## src/rtl/alu_pwm_pkg.sv

```systemverilog
// Shared types for the ALU/PWM operation controller.
package alu_pwm_pkg;

  localparam int unsigned OP_W = 3;

  typedef enum logic [OP_W-1:0] {
    OP_ADD    = 3'b000,
    OP_SUB    = 3'b001,
    OP_AND    = 3'b010,
    OP_OR     = 3'b011,
    OP_XOR    = 3'b100,
    OP_SHL    = 3'b101,
    OP_SHR    = 3'b110,
    OP_PASS_A = 3'b111
  } op_e;

  typedef enum logic [1:0] {
    IDLE  = 2'd0,
    READY = 2'd1,
    EXEC  = 2'd2,
    DONE  = 2'd3
  } state_e;

  typedef struct packed {
    logic z;
    logic n;
    logic o;
    logic c;
  } flags_t;

endpackage

```

## src/rtl/pwm_core.sv

```systemverilog
// Free-running PWM generator; the duty shadow only reloads at the counter wrap.
module pwm_core #(
  parameter int unsigned WIDTH    = 2,
  parameter int unsigned PWM_BITS = 8
) (
  input  logic             clock,
  input  logic             reset_n,
  input  logic [WIDTH-1:0] level,
  output logic             pwm_out
);

  localparam int unsigned SHIFT = PWM_BITS - WIDTH;

  logic [PWM_BITS-1:0] cnt_q;
  logic [PWM_BITS-1:0] shadow_q;
  logic [PWM_BITS-1:0] target_c;
  logic                pwm_q;

  // Result scaled to full counter range.
  assign target_c = PWM_BITS'(level) << SHIFT;

  // Counter, period-aligned shadow load and registered compare.
  always_ff @(posedge clock or negedge reset_n) begin
    if (!reset_n) begin
      cnt_q    <= '0;
      shadow_q <= '0;
      pwm_q    <= 1'b0;
    end else begin
      cnt_q <= cnt_q + PWM_BITS'(1);
      if (cnt_q == '1) begin
        shadow_q <= target_c;
      end
      pwm_q <= (cnt_q < shadow_q);
    end
  end

  assign pwm_out = pwm_q;

endmodule

```

## src/rtl/alu_pwm_controller.sv

```systemverilog
// Confirm-gated ALU with registered result/flags driving a PWM motor output.
module alu_pwm_controller
  import alu_pwm_pkg::*;
#(
  parameter int unsigned WIDTH       = 2,
  parameter int unsigned SYNC_STAGES = 2,
  parameter int unsigned PWM_BITS    = 8
) (
  input  logic             clock,
  input  logic             reset_n,
  input  logic             confirm_btn,
  input  logic             handshake,
  input  logic             clear,
  input  logic [OP_W-1:0]  op,
  input  logic [WIDTH-1:0] operand_a,
  input  logic [WIDTH-1:0] operand_b,
  output logic [WIDTH-1:0] result,
  output logic             flag_z,
  output logic             flag_n,
  output logic             flag_o,
  output logic             flag_c,
  output logic             result_valid,
  output logic             busy,
  output logic             pwm_out
);

  localparam int unsigned MSB = WIDTH - 1;

  logic [SYNC_STAGES-1:0] sync_q;
  logic                   prev_q;
  logic                   confirm_edge_c;

  state_e                 state_q;
  op_e                    op_q;
  logic [WIDTH-1:0]       a_q;
  logic [WIDTH-1:0]       b_q;
  logic [WIDTH-1:0]       result_q;
  flags_t                 flags_q;
  logic                   result_valid_q;
  logic                   busy_q;

  logic [WIDTH:0]         sum_c;
  logic [WIDTH:0]         diff_c;
  logic [WIDTH-1:0]       alu_result_d;
  flags_t                 alu_flags_d;

  // Button synchroniser plus one delayed copy for rising-edge detection.
  always_ff @(posedge clock or negedge reset_n) begin
    if (!reset_n) begin
      sync_q <= '0;
      prev_q <= 1'b0;
    end else begin
      sync_q <= {sync_q[SYNC_STAGES-2:0], confirm_btn};
      prev_q <= sync_q[SYNC_STAGES-1];
    end
  end

  assign confirm_edge_c = sync_q[SYNC_STAGES-1] & ~prev_q;

  assign sum_c  = {1'b0, a_q} + {1'b0, b_q};
  assign diff_c = {1'b0, a_q} - {1'b0, b_q};

  // ALU on the captured operands; carry doubles as borrow for SUB.
  always_comb begin
    alu_result_d = '0;
    alu_flags_d  = '0;
    unique case (op_q)
      OP_ADD: begin
        alu_result_d  = sum_c[MSB:0];
        alu_flags_d.c = sum_c[WIDTH];
        alu_flags_d.o = (a_q[MSB] == b_q[MSB]) && (sum_c[MSB] != a_q[MSB]);
      end
      OP_SUB: begin
        alu_result_d  = diff_c[MSB:0];
        alu_flags_d.c = diff_c[WIDTH];
        alu_flags_d.o = (a_q[MSB] != b_q[MSB]) && (diff_c[MSB] != a_q[MSB]);
      end
      OP_AND:    alu_result_d = a_q & b_q;
      OP_OR:     alu_result_d = a_q | b_q;
      OP_XOR:    alu_result_d = a_q ^ b_q;
      OP_SHL: begin
        alu_result_d  = {a_q[MSB-1:0], 1'b0};
        alu_flags_d.c = a_q[MSB];
      end
      OP_SHR: begin
        alu_result_d  = {1'b0, a_q[MSB:1]};
        alu_flags_d.c = a_q[0];
      end
      OP_PASS_A: alu_result_d = a_q;
    endcase
    alu_flags_d.z = (alu_result_d == '0);
    alu_flags_d.n = alu_result_d[MSB];
  end

  // Operation sequencer; clear outranks handshake loss, which outranks the FSM.
  always_ff @(posedge clock or negedge reset_n) begin
    if (!reset_n) begin
      state_q        <= IDLE;
      op_q           <= OP_ADD;
      a_q            <= '0;
      b_q            <= '0;
      result_q       <= '0;
      flags_q        <= '0;
      result_valid_q <= 1'b0;
      busy_q         <= 1'b0;
    end else begin
      result_valid_q <= 1'b0;
      if (clear) begin
        result_q <= '0;
        flags_q  <= '0;
        busy_q   <= 1'b0;
        state_q  <= handshake ? READY : IDLE;
      end else if (!handshake) begin
        busy_q  <= 1'b0;
        state_q <= IDLE;
      end else begin
        unique case (state_q)
          IDLE: state_q <= READY;
          READY: begin
            if (confirm_edge_c) begin
              op_q    <= op_e'(op);
              a_q     <= operand_a;
              b_q     <= operand_b;
              busy_q  <= 1'b1;
              state_q <= EXEC;
            end
          end
          EXEC: begin
            result_q       <= alu_result_d;
            flags_q        <= alu_flags_d;
            result_valid_q <= 1'b1;
            state_q        <= DONE;
          end
          DONE: begin
            busy_q  <= 1'b0;
            state_q <= READY;
          end
        endcase
      end
    end
  end

  pwm_core #(
    .WIDTH    (WIDTH),
    .PWM_BITS (PWM_BITS)
  ) u_pwm_core (
    .clock   (clock),
    .reset_n (reset_n),
    .level   (result_q),
    .pwm_out (pwm_out)
  );

  assign result       = result_q;
  assign flag_z       = flags_q.z;
  assign flag_n       = flags_q.n;
  assign flag_o       = flags_q.o;
  assign flag_c       = flags_q.c;
  assign result_valid = result_valid_q;
  assign busy         = busy_q;

endmodule

```

## config.mk

```make
export PLATFORM = sky130hd
export DESIGN_NAME = alu_pwm_controller
export DESIGN_NICKNAME = d
export VERILOG_FILES = /design/src/rtl/alu_pwm_pkg.sv /design/src/rtl/pwm_core.sv /design/src/rtl/alu_pwm_controller.sv
export SDC_FILE = /design/constraint.sdc
export NUM_CORES = 1
export LEC_CHECK = 0
export BUFFER_PORTS_ARGS = -buffer_cell sky130_fd_sc_hd__buf_2
export CORE_MARGIN = 3
export CORE_UTILIZATION = 35
export DETAILED_ROUTE_END_ITERATION = 8
export PLACE_DENSITY_LB_ADDON = 0.15
export SLEW_MARGIN = 20
export SYNTH_ARGS = -nofsm -noshare
export SYNTH_HDL_FRONTEND = slang
export SYNTH_HIERARCHICAL = 1
export SYNTH_SLANG_ARGS = --single-unit
```

## constraint.sdc

```tcl
create_clock -name clock -period 2.25 [get_ports clock]
set_input_delay 0.225 -clock clock [delete_from_list [all_inputs] [get_ports clock]]
set_output_delay 0.225 -clock clock [all_outputs]
set_load 0.01 [all_outputs]
```

# --- Yosys cells after proc, flatten, opt, wreduce, memory -nomap -nowiden ---
# Index checks and enable logic that the tools add are counted.
word_totals:
  romBits: 0
  ramBits: 0
  word_cells: 75
  input_bits: 12
  ff_bits: 31
  mem_count: 0
  latchBits: 0
op_classes:
  div_mod_pow: 0
  reduce_logical: 11
  n_bitwise: 6
  eq_ne: 17
  multipliers: 0
  n_mux: 21
  n_addsub: 3
  magnitude_cmp: 1
  n_shift: 0
ops:
  columns: ["operator", "n"]
  rows:
  - ["2-bit case mux with 8 select lines", 1]
  - ["3-bit equality test (second input constant)", 4]
  - ["2-bit two-way mux", 6]
  - ["4-bit two-way mux", 3]
  - ["8-bit by 1-bit adder with 8-bit output (second input constant)", 1]
  - ["8-bit equality test (second input constant)", 1]
  - ["8-bit < comparator", 1]
  - ["1-bit two-way mux", 7]
  - ["3-bit by 2-bit equality test with 1-bit output (second input constant)", 2]
  - ["2-bit case mux with 3 select lines", 1]
  - ["2-bit equality test (second input constant)", 2]
  - ["2-bit zero test", 2]
  - ["4-bit by 1-bit inequality test with 1-bit output (second input constant)", 1]
  - ["4-bit inequality test (second input constant)", 1]
  - ["1-bit case mux with 2 select lines", 2]
  - ["1-bit case mux with 4 select lines", 1]
  - ["2-bit AND reduction", 2]
  - ["4-bit AND reduction", 1]
  - ["2-bit nonzero test", 2]
  - ["2-bit by 2-bit adder with 3-bit output", 1]
  - ["3-bit by 1-bit equality test with 1-bit output (second input constant)", 1]
  - ["3-bit zero test", 1]
  - ["1-bit inequality test", 3]
  - ["2-bit by 2-bit subtractor with 3-bit output", 1]
  - ["9 further kinds", 11]

# --- Longest topological paths before layout ---
# Gate-level depths: netlist of the first run.
depth:
  word_depth: 7
  mapped_depth: 8
  mapped_depth_nobuf: 8

# --- Cells and area by module ---
# The synthesis of the first run kept the hierarchy.
modules_own_cells:
  columns: ["module", "area_per_inst_um2", "n_inst", "cells_each"]
  rows:
  - ["alu_pwm_controller", 1097.3, 1, 111]
  - ["pwm_core", 456.7, 1, 35]

# --- Worst setup path before layout of the first run ---
# OpenSTA, ideal clock, no wires.
synth_path:
  path_kind: "reg2reg"
  start: "reg a_q[0]"
  end: "reg flags_q, in the netlist flag_o"
  arrival_ps: 1890
  setup_time_ps: 77
  slack_ps: 282
  path_buffers: 0
  required_ps: 2173
  path_stages_with_launch: 8
  path_cell_list: "dfrtp_1 inv_1 ha_1 fa_1 xnor2_1 a31oi_1 or4_1 a21oi_1"
synth_via:
  elab_chain_cells: 7
  elab_cells_between_ends: 10
  cone_classes: "2 x add/sub; 2 x eq/ne; 4 x mux; 2 x reduce/logical"
synth_lines:
  columns: ["item", "line_no", "source"]
  rows:
  - ["start: declaration", "alu_pwm_controller.sv:35", "logic [WIDTH-1:0] a_q;"]
  - ["start signal: assignment", "alu_pwm_controller.sv:122", "a_q <= operand_a;"]
  - ["2-bit by 2-bit subtractor with 3-bit output or 2-bit by 2-bit adder with 3-bit output (tied branches)", "alu_pwm_controller.sv:61, alu_pwm_controller.sv:60", null]
  - ["1-bit inequality test (on tied branches)", "alu_pwm_controller.sv:76, alu_pwm_controller.sv:71", null]
  - ["1-bit logical AND (on tied branches)", "alu_pwm_controller.sv:76, alu_pwm_controller.sv:71", null]
  - ["1-bit case mux with 2 select lines (*)", "alu_pwm_controller.sv:67", "unique case (op_q)"]
  - ["4-bit two-way mux (*)", "alu_pwm_controller.sv:117", "unique case (state_q)"]
  - ["4-bit two-way mux (*)", "alu_pwm_controller.sv:113", "end else if (!handshake) begin"]
  - ["4-bit two-way mux (*)", "alu_pwm_controller.sv:108", "if (clear) begin"]
  - ["end signal: assignment", "alu_pwm_controller.sv:130", "flags_q <= alu_flags_d;"]
  - ["end: declaration", "alu_pwm_controller.sv:38", "flags_t flags_q;"]
# Mark *: on every way between the ends. The rest lies on a longest branch, timed or not. The select of a mux whose other input is x is not followed.
# A chain may end at the register's enable or synchronous reset.

# --- Final worst setup path of the first run ---
layout_path:
  start: "reg a_q[0]"
  end: "reg result_q[1], in the netlist result[1]"
layout_via:
  elab_chain_cells: 5
  elab_cells_between_ends: 6
  cone_classes: "2 x add/sub; 4 x mux"
layout_lines:
  columns: ["item", "line_no", "source"]
  rows:
  - ["2-bit by 2-bit subtractor with 3-bit output or 2-bit by 2-bit adder with 3-bit output (tied branches)", "alu_pwm_controller.sv:61, alu_pwm_controller.sv:60", null]
  - ["2-bit case mux with 8 select lines (*)", "alu_pwm_controller.sv:67", null]
  - ["2-bit two-way mux (*)", "alu_pwm_controller.sv:117", null]
  - ["2-bit two-way mux (*)", "alu_pwm_controller.sv:113", null]
  - ["2-bit two-way mux (*)", "alu_pwm_controller.sv:108", null]
  - ["end signal: assignment", "alu_pwm_controller.sv:129", "result_q <= alu_result_d;"]
  - ["end: declaration", "alu_pwm_controller.sv:37", "logic [WIDTH-1:0] result_q;"]
# Marks and branches as above.

==> out/qor.yml, run 1 <==
status:
  outcome: "finished with violations"
  violations: "hold timing"
finish:
  diodes: 0
  num-nets-final: 193
  drive_above_1_share_pct: 21.76
  multi_input_area_sq_um: 718.2
  regArea_sq_um: 750.7
  fillers: 412
  syn_to_final_growth_pct: 14.49
sta:
  max_freq_ghz: 0.4769
  slew_violations: 0
  slew-limit-headroom_pct: 56.07
  worstMarginPinSlew_ps: 658.9
  hold_ws_ps: -23.93
  tns_ps: 0
  final.min_clock_period_ps: 2097
  timing.final.hold_violations: 30
  skew_ps: 6.416
  layout_worst_path_cycle_share_pct: 93.20
  rsz0062_at_grt: "no"
  setup_viol: 0
worst_hold_path:
  hold_path.class: "in2async"
clock_tree:
  clock_path_buffers: 2
  clock_latency_ps: 270
  path_clk_slew_ps: 60
  clkSinkCount: 30
  postCtsSetupBuffers: 0
  postCtsResizedCells: 0
  cts_tree: "yes"
  numCtsBuffers: 5
  cts-root-buf: "clkbuf_8"
  hold_buffers: 0
  h-tree-depth: 2
power_and_ir_drop:
  power_switching_uw: 439.0
  p_seq_share_pct: 45.4
  irDropWorstVdd_mv: 0.4498
  power_mw: 1.432
  clock_power_share_pct: 30.3
  combPwrFrac_pct: 24.3
  internal-power_uw: 993.5
  swShare_pct: 30.64
  p_leak_nw: 0.8828
  power_density_mw_per_mm2: 805.1
floorplan:
  start_util_pct: 37.50
  fp.dieArea_sq_mm: 0.005276
  row_count: 23
  dieHeight_microns: 72.64
  io_pins: 21
  core_sq_mm: 0.004144
  chipWidth_microns: 72.64
drt:
  initialDrtViolationCount: 36
  firstDrtPassIters: 4
  drc: 0
  via_per_inst: 5.036
  wire_per_inst_microns: 12.82
  num_vias: 1108
  wl_mm: 2.820
  ant_nets: 0
worst_setup_path:
  crit_arrival_ps: 2260
  cp-end-kind: "flop"
  required_ps: 2410
  worst-setup-path-type: "reg2reg"
  startpoint_type: "flop"
  critPathMaxFanout: 5
global_routing:
  antenna_found_initial: 0
  grt_overflow: 0
  grt_start_max_net_pins: 31
  grt_pass1_vias: 1118
  grt.total_usage_pct: 11.74
  grt_pass1_wl_mm: 4.788
yosys:
  synth-edff-count: 0
  ys.flop_type: "dfrtp_1"
  ys_seq_area_share_pct: 48.31
  synth.area.top_cells: "dfrtp_1 (48%), ha_1 (8.9%), mux2_2 (3.6%)"
  ys_seq_elements: 30
  synth_area_per_cell_sq_um: 10.64
  yosysTopAreaCell: "dfrtp_1"
  synth_nets: 170
  synth_area_sq_mm: 0.001554
  synthTopCellsByCount: "dfrtp_1 (30), inv_1 (12), ha_1 (11), nand2_1 (11), nor2_1 (10)"
  synth_cell_types: 38
  yosys_warnings: 6
  synth_cells: 146
  synth.most_common_cell: "dfrtp_1"
  synthArstFlopShare_pct: 100.0
  yosysTopAreaCellShare_pct: 48.31
run:
  maxCapViolations: 0
place:
  port_buffers: 20
  gp_congestion: 0.8163
  hpwlAfterDp_mm: 2.122
## logic make-up after synthesis
kind of cell / after synthesis / synth area share [%]
simple gates: 41 / 13.69
buf+inv: 18 / 5.474
compound gates: 27 / 10.71
mux: 10 / 7.165
fa+ha+maj: 12 / 10.14
xor+xnor: 8 / 4.509
flops: 30 / 48.31
## worst max-delay path, cell delays in order (launching register included)
cell and delay, ps:
dfrtp_1 400, inv_1 110, ha_1 220, fa_1 520
o22ai_1 100, o21a_1 190, o32a_1 200, a22o_1 240
## through the flow
| step | cell area (sq um) | utilization (%) | std cells | setup WS (ps) |
|---|---|---|---|---|
| after global placement | 1688 | 40.73 | 212 | 206.5 |
| final | 1779 | 42.93 | 220 | 152.9 |
| after CTS | 1779 | 42.93 | 220 | 154.0 |
| after detailed placement | 1688 | 40.73 | 212 | 182.8 |
| after global routing | 1779 | 42.93 | 220 | 16.22 |
| after floorplan | 1554 | - | 146 | 282.2 |
## state kept, by name (all words and copies together) (netlist names), 2 cells and up
register / flops
u_pwm_core/cnt_q: 8
b_q: 2
sync_q: 2
a_q: 2
result: 2
u_pwm_core/shadow_q: 2
state_q: 2
op_q: 3
## power by group through the flow
stage / combinational, mW / clock [mW] / sequential [mW]
finish: 0.348 / 0.434 / 0.650
floorplan: 0.310 / 0 / 0.621
detailed placement: 0.348 / 0 / 0.661
CTS: 0.349 / 0.452 / 0.651
global placement: 0.337 / 0 / 0.659
global route: 0.398 / 0.477 / 0.662
## path summary, 6_finish.rpt
kind | startpoint | end | slack (ps) | cells after the start
max reg2reg | a_q[0] | result[1] | 150 | 7
min in group clock | confirm_btn | sync_q[0] | 60 | 1
min | reset_n | flag_c | -20 | 1
max in group asynchronous | reset_n | u_pwm_core/cnt_q[4] | 1840 | 1
min reg2reg | sync_q[0] | sync_q[1] | 350 | 0
max | a_q[0] | result[1] | 150 | 7
## routing by layer
layer  wire length (microns)  GRT usage, %
met1                    1354         14.49
met2                    1254         18.54
met3                     183         4.270
met4                      27         4.918
met5                       0             0
## cell type report
cell class                      instances  share of cell area, %
Timing Repair Buffer                   21                  6.048
Multi-Input combinational cell         98                  40.37
Tap cell                               50                  3.516
Clock inverter                          1                 0.2813
Inverter                               13                  2.743
Sequential cell                        30                  42.19
Clock buffer                            7                  4.852
## placed cells by master, fill, tap and decap left out, drive strengths merged, types with 4 or more instances in the layout
| master | instances |
|---|---|
| dfrtp | 30 |
| buf | 21 |
| inv | 13 |
| nand2 | 11 |
| ha | 11 |
| nor2 | 10 |
| a21oi | 9 |
| mux2 | 9 |
| clkbuf | 7 |
| xnor2 | 5 |
| o21ai | 5 |
| nand3 | 5 |
| a31oi | 4 |
Power figures use the tool's default switching activity.
==> inputs of run 2 (changes only) <==
--- a/config.mk
+++ b/config.mk
@@ -5,8 +5,8 @@
 export SDC_FILE = /design/constraint.sdc
 export NUM_CORES = 1
 export LEC_CHECK = 0
+export ABC_AREA = 1
 export BUFFER_PORTS_ARGS = -buffer_cell sky130_fd_sc_hd__buf_2
-export CORE_MARGIN = 3
 export CORE_UTILIZATION = 35
 export DETAILED_ROUTE_END_ITERATION = 8
 export PLACE_DENSITY_LB_ADDON = 0.15
==> run 2 against run 1 <==
Against the previous run:
- the flow still finishes with violations (hold timing)
- utilization fell by 1.8 points
- total power is 11% higher
- setup slack better by 350 ps
- fmax up 20%
- sequential power grew 4.0%
- non-clock buffer count down 1
- final cell count grew 28%
- critical path type unchanged
==> out/qor.yml, run 2 <==
clock_tree:
  cts-root-buf: "clkbuf_8"  # unchanged
  clock_latency_ps: 280  # was 270 ps
  path_clk_slew_ps: 70  # was 60 ps
  hold_buffers: 0  # unchanged
  clock_path_buffers: 2  # unchanged
  h-tree-depth: 2  # unchanged
  cts_tree: "yes"  # unchanged
  postCtsResizedCells: 0  # unchanged
  numCtsBuffers: 5  # unchanged
  postCtsSetupBuffers: 0  # unchanged
  clkSinkCount: 30  # unchanged
yosys:
  yosysTopAreaCell: "dfrtp_1"  # unchanged
  synth_top_family_by_area: "simple AND/OR/NAND/NOR gates"  # unchanged
  ys.flop_type: "dfrtp_1"  # unchanged
  yosys_warnings: 6  # unchanged
  synthTopCellsByCount: "nand2_1 (63), dfrtp_1 (30), inv_1 (24)"  # was dfrtp_1 (30), inv_1 (12), ha_1 (11), nand2_1 (11), nor2_1 (10)
  yosysTopAreaCellShare_pct: 44.09  # was 48.31%
  synth_area_sq_mm: 0.001703  # was 0.001554 sq mm
  synthAdderAreaFrac_pct: 9.258  # was 10.14%
  synthArstFlopShare_pct: 100.0  # unchanged
  synth.most_common_cell: "nand2_1"  # was dfrtp_1
  synth.area.mux_share_pct: 0  # was 7.166%
  synth-xor-area-share_pct: 1.543  # was 4.509%
  synth_nets: 228  # was 170
  synth.area.top_cells: "dfrtp_1 (44%), nand2_1 (14%), ha_1 (8.1%)"  # was dfrtp_1 (48%), ha_1 (8.9%), mux2_2 (3.6%)
  yosys.area_share.simple_pct: 28.51  # was 13.69%
  synth_cells: 204  # was 146
  ys_seq_elements: 30  # unchanged
  ys_seq_area_share_pct: 44.09  # was 48.31%
  synth_area_per_cell_sq_um: 8.347  # was 10.64 sq um
  synth_compound_area_share_pct: 7.201  # was 10.71%
  synth-edff-count: 0  # unchanged
  synth_cell_types: 25  # was 38
status:
  outcome: "finished with violations"  # unchanged
  violations: "hold timing"  # unchanged
global_routing:
  grt_pass1_vias: 1213  # was 1,118
  grt_start_max_net_pins: 31  # unchanged
  grt_pass1_wl_mm: 5.375  # was 4.788 mm
  grt.total_usage_pct: 13.75  # was 11.74%
  antenna_found_initial: 0  # unchanged
  grt_overflow: 0  # unchanged
worst_setup_path:
  worstPathCellList: "inv_1, ha_1, fa_1, inv_1, o21ai_1, nand2_1, nand3_1, nand2_1"  # was inv_1, ha_1, fa_1, o22ai_1, o21a_1, o32a_1, a22o_1
  cp-end-kind: "flop"  # unchanged
  critPathMaxFanout: 6  # was 5
  crit_buf_inv: 2  # was 1
  startpoint_type: "flop"  # unchanged
  crit_arrival_ps: 1920  # was 2260 ps
  critPathTopFamily: "adder cells"  # unchanged
  required_ps: 2430  # was 2410 ps
  startpoint: "a_q[0]"  # unchanged
  worst-setup-path-type: "reg2reg"  # unchanged
  slowest_delay_ps: 520  # about the same
  reg2reg_from: "a_q[0]"  # unchanged
  reg2reg_slack_ps: 500  # was 150 ps
  cp_slowest_cell: "fa_1"  # unchanged
finish:
  diodes: 0  # unchanged
  fillers: 493  # was 412
  final_common_cell: "nand2_1"  # was dfrtp_1
  top_register: "u_pwm_core/cnt_q"  # unchanged
  num-nets-final: 250  # was 193
  largest_register_ffs: 8  # unchanged
  drive_above_1_share_pct: 22.47  # was 21.76%
  final_cell_mix: "nand2_1 (63), dfrtp_1 (30), inv_1 (24), buf_2 (20), nand3_1 (15)"  # was dfrtp_1 (30), buf_2 (20), inv_1 (12), nand2_1 (11), ha_1 (11)
  fin_area_sq_mm: 0.001928  # was 0.001779 sq mm
  syn_to_final_growth_pct: 13.23  # was 14.49%
  top_regs: "u_pwm_core/cnt_q x8, op_q x3"  # unchanged
sta:
  slew-limit-headroom_pct: 55.79  # was 56.07%
  final.min_clock_period_ps: 1750  # was 2097 ps
  max_freq_ghz: 0.5715  # was 0.4769 GHz
  timing.final.hold_violations: 30  # unchanged
  layout_worst_path_cycle_share_pct: 77.76  # was 93.20%
  slew_violations: 0  # unchanged
  rsz0062_at_grt: "no"  # unchanged
  skew_ps: 5.938  # was 6.416 ps
  hold_ws_ps: -20.98  # was -23.93 ps
  setup_viol: 0  # unchanged
  tns_ps: 0  # unchanged
  worstMarginPinSlew_ps: 663.1  # was 658.9 ps
floorplan:
  fp.dieArea_sq_mm: 0.005148  # was 0.005276 sq mm
  core_sq_mm: 0.004692  # was 0.004144 sq mm
  chipWidth_microns: 71.75  # was 72.64 microns
  dieHeight_microns: 71.75  # was 72.64 microns
  row_count: 25  # was 23
  io_pins: 21  # unchanged
  start_util_pct: 36.29  # was 37.50%
drt:
  ant_nets: 0  # unchanged
  drc: 0  # unchanged
  wl_mm: 3.105  # was 2.820 mm
  firstDrtPassIters: 4  # unchanged
  wire_per_inst_microns: 11.05  # was 12.82 microns
  initialDrtViolationCount: 36  # unchanged
  num_vias: 1287  # was 1,108
  via_per_inst: 4.580  # was 5.036
place:
  port_buffers: 20  # unchanged
  gp_congestion: 0.7650  # was 0.8163
  dpl-instance-area_sq_mm: 0.001818  # was 0.001688 sq mm
  hpwlAfterDp_mm: 2.359  # was 2.122 mm
power_and_ir_drop:
  power_density_mw_per_mm2: 826.5  # was 805.1 mW/mm^2
  irDropWorstVdd_mv: 0.3698  # was 0.4498 mV
  p_leak_nw: 1.009  # was 0.8828 nW
worst_hold_path:
  hold_path.class: "in2async"  # unchanged
run:
  maxCapViolations: 0  # unchanged
run 2: cell count changes in the layout (fill, tap and decap cells not counted), sizes merged, moves of 3 or more:
cell,delta
nand2,+56
inv,+15
nand3,+12
o21ai,+11
mux2,-9
a21oi,-4
nor2,+4
xnor2,-4
a31oi,-3
nor2b,-3
run 2: through the flow:
stage	setup WS, ps	utilization, %	hold WS (ps)	cells	power [mW]
2_1_floorplan	633.6	-	-70.59	204	1.017
3_3_place_gp	533.5	38.75	307.8	273	1.105
3_5_place_dp	504.5	38.75	311.6	273	1.099
4_1_cts	487.4	41.09	9.948	281	1.619
5_1_grt	316.2	41.09	34.88	281	1.711
6_report	500.3	41.09	-20.98	281	1.594
run 2: worst paths after layout:
path | to | cells past startpoint
max in group asynchronous | flag_c | 1
hold reg to reg | sync_q[1] | 0
hold / removal | result[1] | 1
min in group clock | sync_q[0] | 1
setup / recovery | flag_o | 8
setup reg to reg | flag_o | 8
run 2: cell type report:
class / instances / area, sq um / area share [%]
clock buffers: 8 / 110.1 / 5.711
inverters: 28 / 107.6 / 5.581
multi-input cells: 141 / 792.0 / 41.08
flip-flops and latches: 30 / 750.7 / 38.94
well taps: 54 / 67.56 / 3.504
repair buffers: 20 / 100.1 / 5.191
run 2: logic make-up after synthesis:
group	Yosys count
and+or+nand+nor	104
buffers and inverters	33
DFF	30
AOI/OAI and AO/OA	22
adders and majority gates	12
xor gates and xnor gates	3
run 2: power breakdown:
group	leakage, nW	switching (mW)	total, mW	internal [mW]
clock network	0.0575	0.199	0.508	0.309
logic	0.572	0.245	0.409	0.164
registers	0.379	0.0917	0.676	0.585
run 2: per-layer routing:
layer / track usage (%) / routed length (microns) / vias up
met5: 0 / 0 / -
met3: 3.938 / 107 / 4
li1: - / - / 689
met1: 15.93 / 1437 / 576
met4: 5.882 / 38 / 0
met2: 23.69 / 1522 / 18
==> inputs of run 3 (changes only) <==
==> constraint.sdc (replaced) <==
create_clock -name clock -period 1.55 [get_ports clock]
set_input_delay 0.155 -clock clock [delete_from_list [all_inputs] [get_ports clock]]
set_output_delay 0.155 -clock clock [all_outputs]
set_load 0.01 [all_outputs]
==> run 3 against run 2 <==
Against the previous run:
- via count grew 1.2%
- global-route usage up 1.5 points
- register-to-register slack got worse by 500 ps
- worst hold slack better by 97 ps
- highest routed layer unchanged
- design area is 5.6% higher
- routed wire length increased by 0.93%
- critical path type unchanged
- clock power is 26% higher
- total power grew 47%
- non-clock buffer count rose by 11
- sequential cell count unchanged
- the run ends with setup timing left
- combinational power up 83%
- critical path depth shrank 1
- largest power group unchanged
==> out/qor.yml, run 3 (same netlist as run 2, synthesis figures left out) <==
status:
  outcome: "finished with violations"  # unchanged
  violations: "setup timing"  # was hold timing
worst_setup_path:
  worst-setup-path-type: "reg2reg"  # unchanged
  worstPathCellList: "ha_4, fa_2, inv_2, o21ai_2, nand2_1, nand3_1, nand2_1"  # was inv_1, ha_1, fa_1, inv_1, o21ai_1, nand2_1, nand3_1, nand2_1
  cp-end-kind: "flop"  # unchanged
  rr_worst_depth: 7  # was 8
  critPathMostFrequentCell: "nand2_1"
  startpoint_type: "flop"  # unchanged
  critPathTopFamily: "adder cells"  # unchanged
  reg2reg_slack_ps: -0.3  # was 500 ps
  crit_buf_inv: 1  # was 2
  cp_slowest_cell: "fa_2"  # was fa_1
  crit_cells: 7  # was 8
  critPathMaxFanout: 3  # was 6
  required_ps: 1720  # was 2430 ps
  crit_arrival_ps: 1720  # was 1920 ps
  slowest_delay_ps: 560  # was 520 ps
sta:
  layout_worst_path_cycle_share_pct: 100.0  # was 77.76%
  slew_violations: 0  # unchanged
  rsz0062_at_grt: "yes"  # was no
  tns_ps: -0.2761  # was 0 ps
  setup_viol: 1  # was 0
  final.min_clock_period_ps: 1550  # was 1750 ps
  worstMarginPinSlew_ps: 404.9  # was 663.1 ps
  timing.final.hold_violations: 0  # was 30
  skew_ps: 3.435  # was 5.938 ps
  slew-limit-headroom_pct: 73.01  # was 55.79%
  max_freq_ghz: 0.6450  # was 0.5715 GHz
  setup_ws_ps: -0.2761  # was 500.3 ps
clock_tree:
  clock_path_buffers: 2  # unchanged
  path_clk_slew_ps: 60  # was 70 ps
  clock_latency_ps: 280  # about the same
  clkSinkCount: 30  # unchanged
  numCtsBuffers: 5  # unchanged
  cts_tree: "yes"  # unchanged
  cts-root-buf: "clkbuf_8"  # unchanged
  h-tree-depth: 2  # unchanged
finish:
  final_util_pct: 43.39  # was 41.09%
  largest_register_ffs: 8  # unchanged
  final_cell_mix: "nand2_1 (63), dfrtp_1 (30), inv_1 (22), buf_2 (20), nand3_1 (14)"  # was nand2_1 (63), dfrtp_1 (30), inv_1 (24), buf_2 (20), nand3_1 (15)
  diodes: 0  # unchanged
  top_regs: "u_pwm_core/cnt_q x8, op_q x3"  # unchanged
  drive_above_1_share_pct: 27.73  # was 22.47%
  final_common_cell: "nand2_1"  # unchanged
  num-nets-final: 261  # was 250
  top_register: "u_pwm_core/cnt_q"  # unchanged
  fin_area_sq_mm: 0.002036  # was 0.001928 sq mm
  syn_to_final_growth_pct: 19.54  # was 13.23%
power_and_ir_drop:
  irDropWorstVdd_mv: 0.4379  # was 0.3698 mV
  p_leak_nw: 1.055  # was 1.009 nW
  clock_power_share_pct: 27.3  # was 31.9%
  p_seq_share_pct: 40.7  # was 42.5%
  power_mw: 2.341  # was 1.594 mW
  internal-power_mw: 1.529  # was 1.057 mW
  power_switching_uw: 811.5  # was 536.6 uW
  swShare_pct: 34.67  # was 33.68%
  power_density_mw_per_mm2: 1150  # was 826.5 mW/mm^2
  combPwrFrac_pct: 31.9  # was 25.7%
floorplan:
  start_util_pct: 36.29  # unchanged
  chipWidth_microns: 71.75  # unchanged
  row_count: 25  # unchanged
  core_sq_mm: 0.004692  # unchanged
  dieHeight_microns: 71.75  # unchanged
  io_pins: 21  # unchanged
  fp.dieArea_sq_mm: 0.005148  # unchanged
global_routing:
  grt_overflow: 0  # unchanged
  grt_pass1_vias: 1356  # was 1,213
  grt.total_usage_pct: 15.29  # was 13.75%
  grt_pass1_wl_mm: 6.016  # was 5.375 mm
  antenna_found_initial: 0  # unchanged
  grt_start_max_net_pins: 19  # was 31
drt:
  ant_nets: 0  # unchanged
  firstDrtPassIters: 4  # unchanged
  via_per_inst: 4.462  # was 4.580
  initialDrtViolationCount: 46  # was 36
  drc: 0  # unchanged
  wire_per_inst_microns: 10.73  # was 11.05 microns
  wl_mm: 3.134  # was 3.105 mm
  num_vias: 1303  # was 1,287
worst_hold_path:
  hold_path.class: "in2reg"  # was in2async
  hold_path_depth: 3
place:
  pre_cts_ws_ps: -48.02  # was 504.5 ps
  hpwlAfterDp_mm: 2.471  # was 2.359 mm
  port_buffers: 20  # unchanged
  gp_congestion: 0.7584  # was 0.7650
  dpl-instance-area_sq_mm: 0.001903  # was 0.001818 sq mm
run:
  maxCapViolations: 0  # unchanged
==> run 3: area by class of cell <==
cell class | count | area (sq um)
fillers | 485 | 2656
multi-input cells | 141 | 818.3
flip-flops and latches | 30 | 750.7
repair buffers | 31 | 200.2
inverters | 28 | 107.6
clock buffers | 7 | 86.33
well taps | 54 | 67.56
clock inverters | 1 | 5.005
==> run 3: what timing repair did <==
item,CTS,global route
cloned,0,0
setup buffers,0,1
pin swaps,3,3
resized for setup,0,6
hold endpoints to repair,17,0
hold buffers,2,0
endpoints found under the setup margin,3,3
==> run 3: worst paths after layout <==
| check | start | to |
|---|---|---|
| setup reg to reg | b_q[0] | flag_o |
| setup / recovery | b_q[0] | flag_o |
| min in group asynchronous | reset_n | result[1] |
| hold reg to reg | sync_q[0] | sync_q[1] |
| max in group asynchronous | reset_n | u_pwm_core/cnt_q[0] |
| hold / removal | operand_a[1] | a_q[1] |
==> run 3: worst register-to-register path: stages (launching register included) <==
cell,delay (ps)
dfrtp_1,400
ha_4,160
fa_2,560
inv_2,50
o21ai_2,110
nand2_1,60
nand3_1,60
nand2_1,50
==> run 3: routing by layer <==
| metal | up-vias | wire, microns | global-route usage, % |
|---|---|---|---|
| li1 | 709 | - | - |
| met1 | 571 | 1487 | 18.52 |
| met2 | 17 | 1474 | 25.37 |
| met3 | 6 | 115 | 4.360 |
| met4 | 0 | 56 | 6.754 |
| met5 | - | 0 | 0 |
==> run 3: through the flow <==
stage / hold slack [ps] / std cells
global route: 80.09 / 292
floorplan: -140.6 / 204
CTS: 63.58 / 291
global placement: 119.3 / 281
finish: 75.82 / 292
detailed placement: 114.9 / 281
==> run 3: power groups by stage <==
stage / logic, mW / clock network (mW) / registers [mW]
finish: 0.748 / 0.640 / 0.953
global route: 0.880 / 0.712 / 0.969
CTS: 0.710 / 0.676 / 0.953
detailed placement: 0.705 / 0 / 0.968
global placement: 0.708 / 0 / 0.967
floorplan: 0.564 / 0 / 0.925
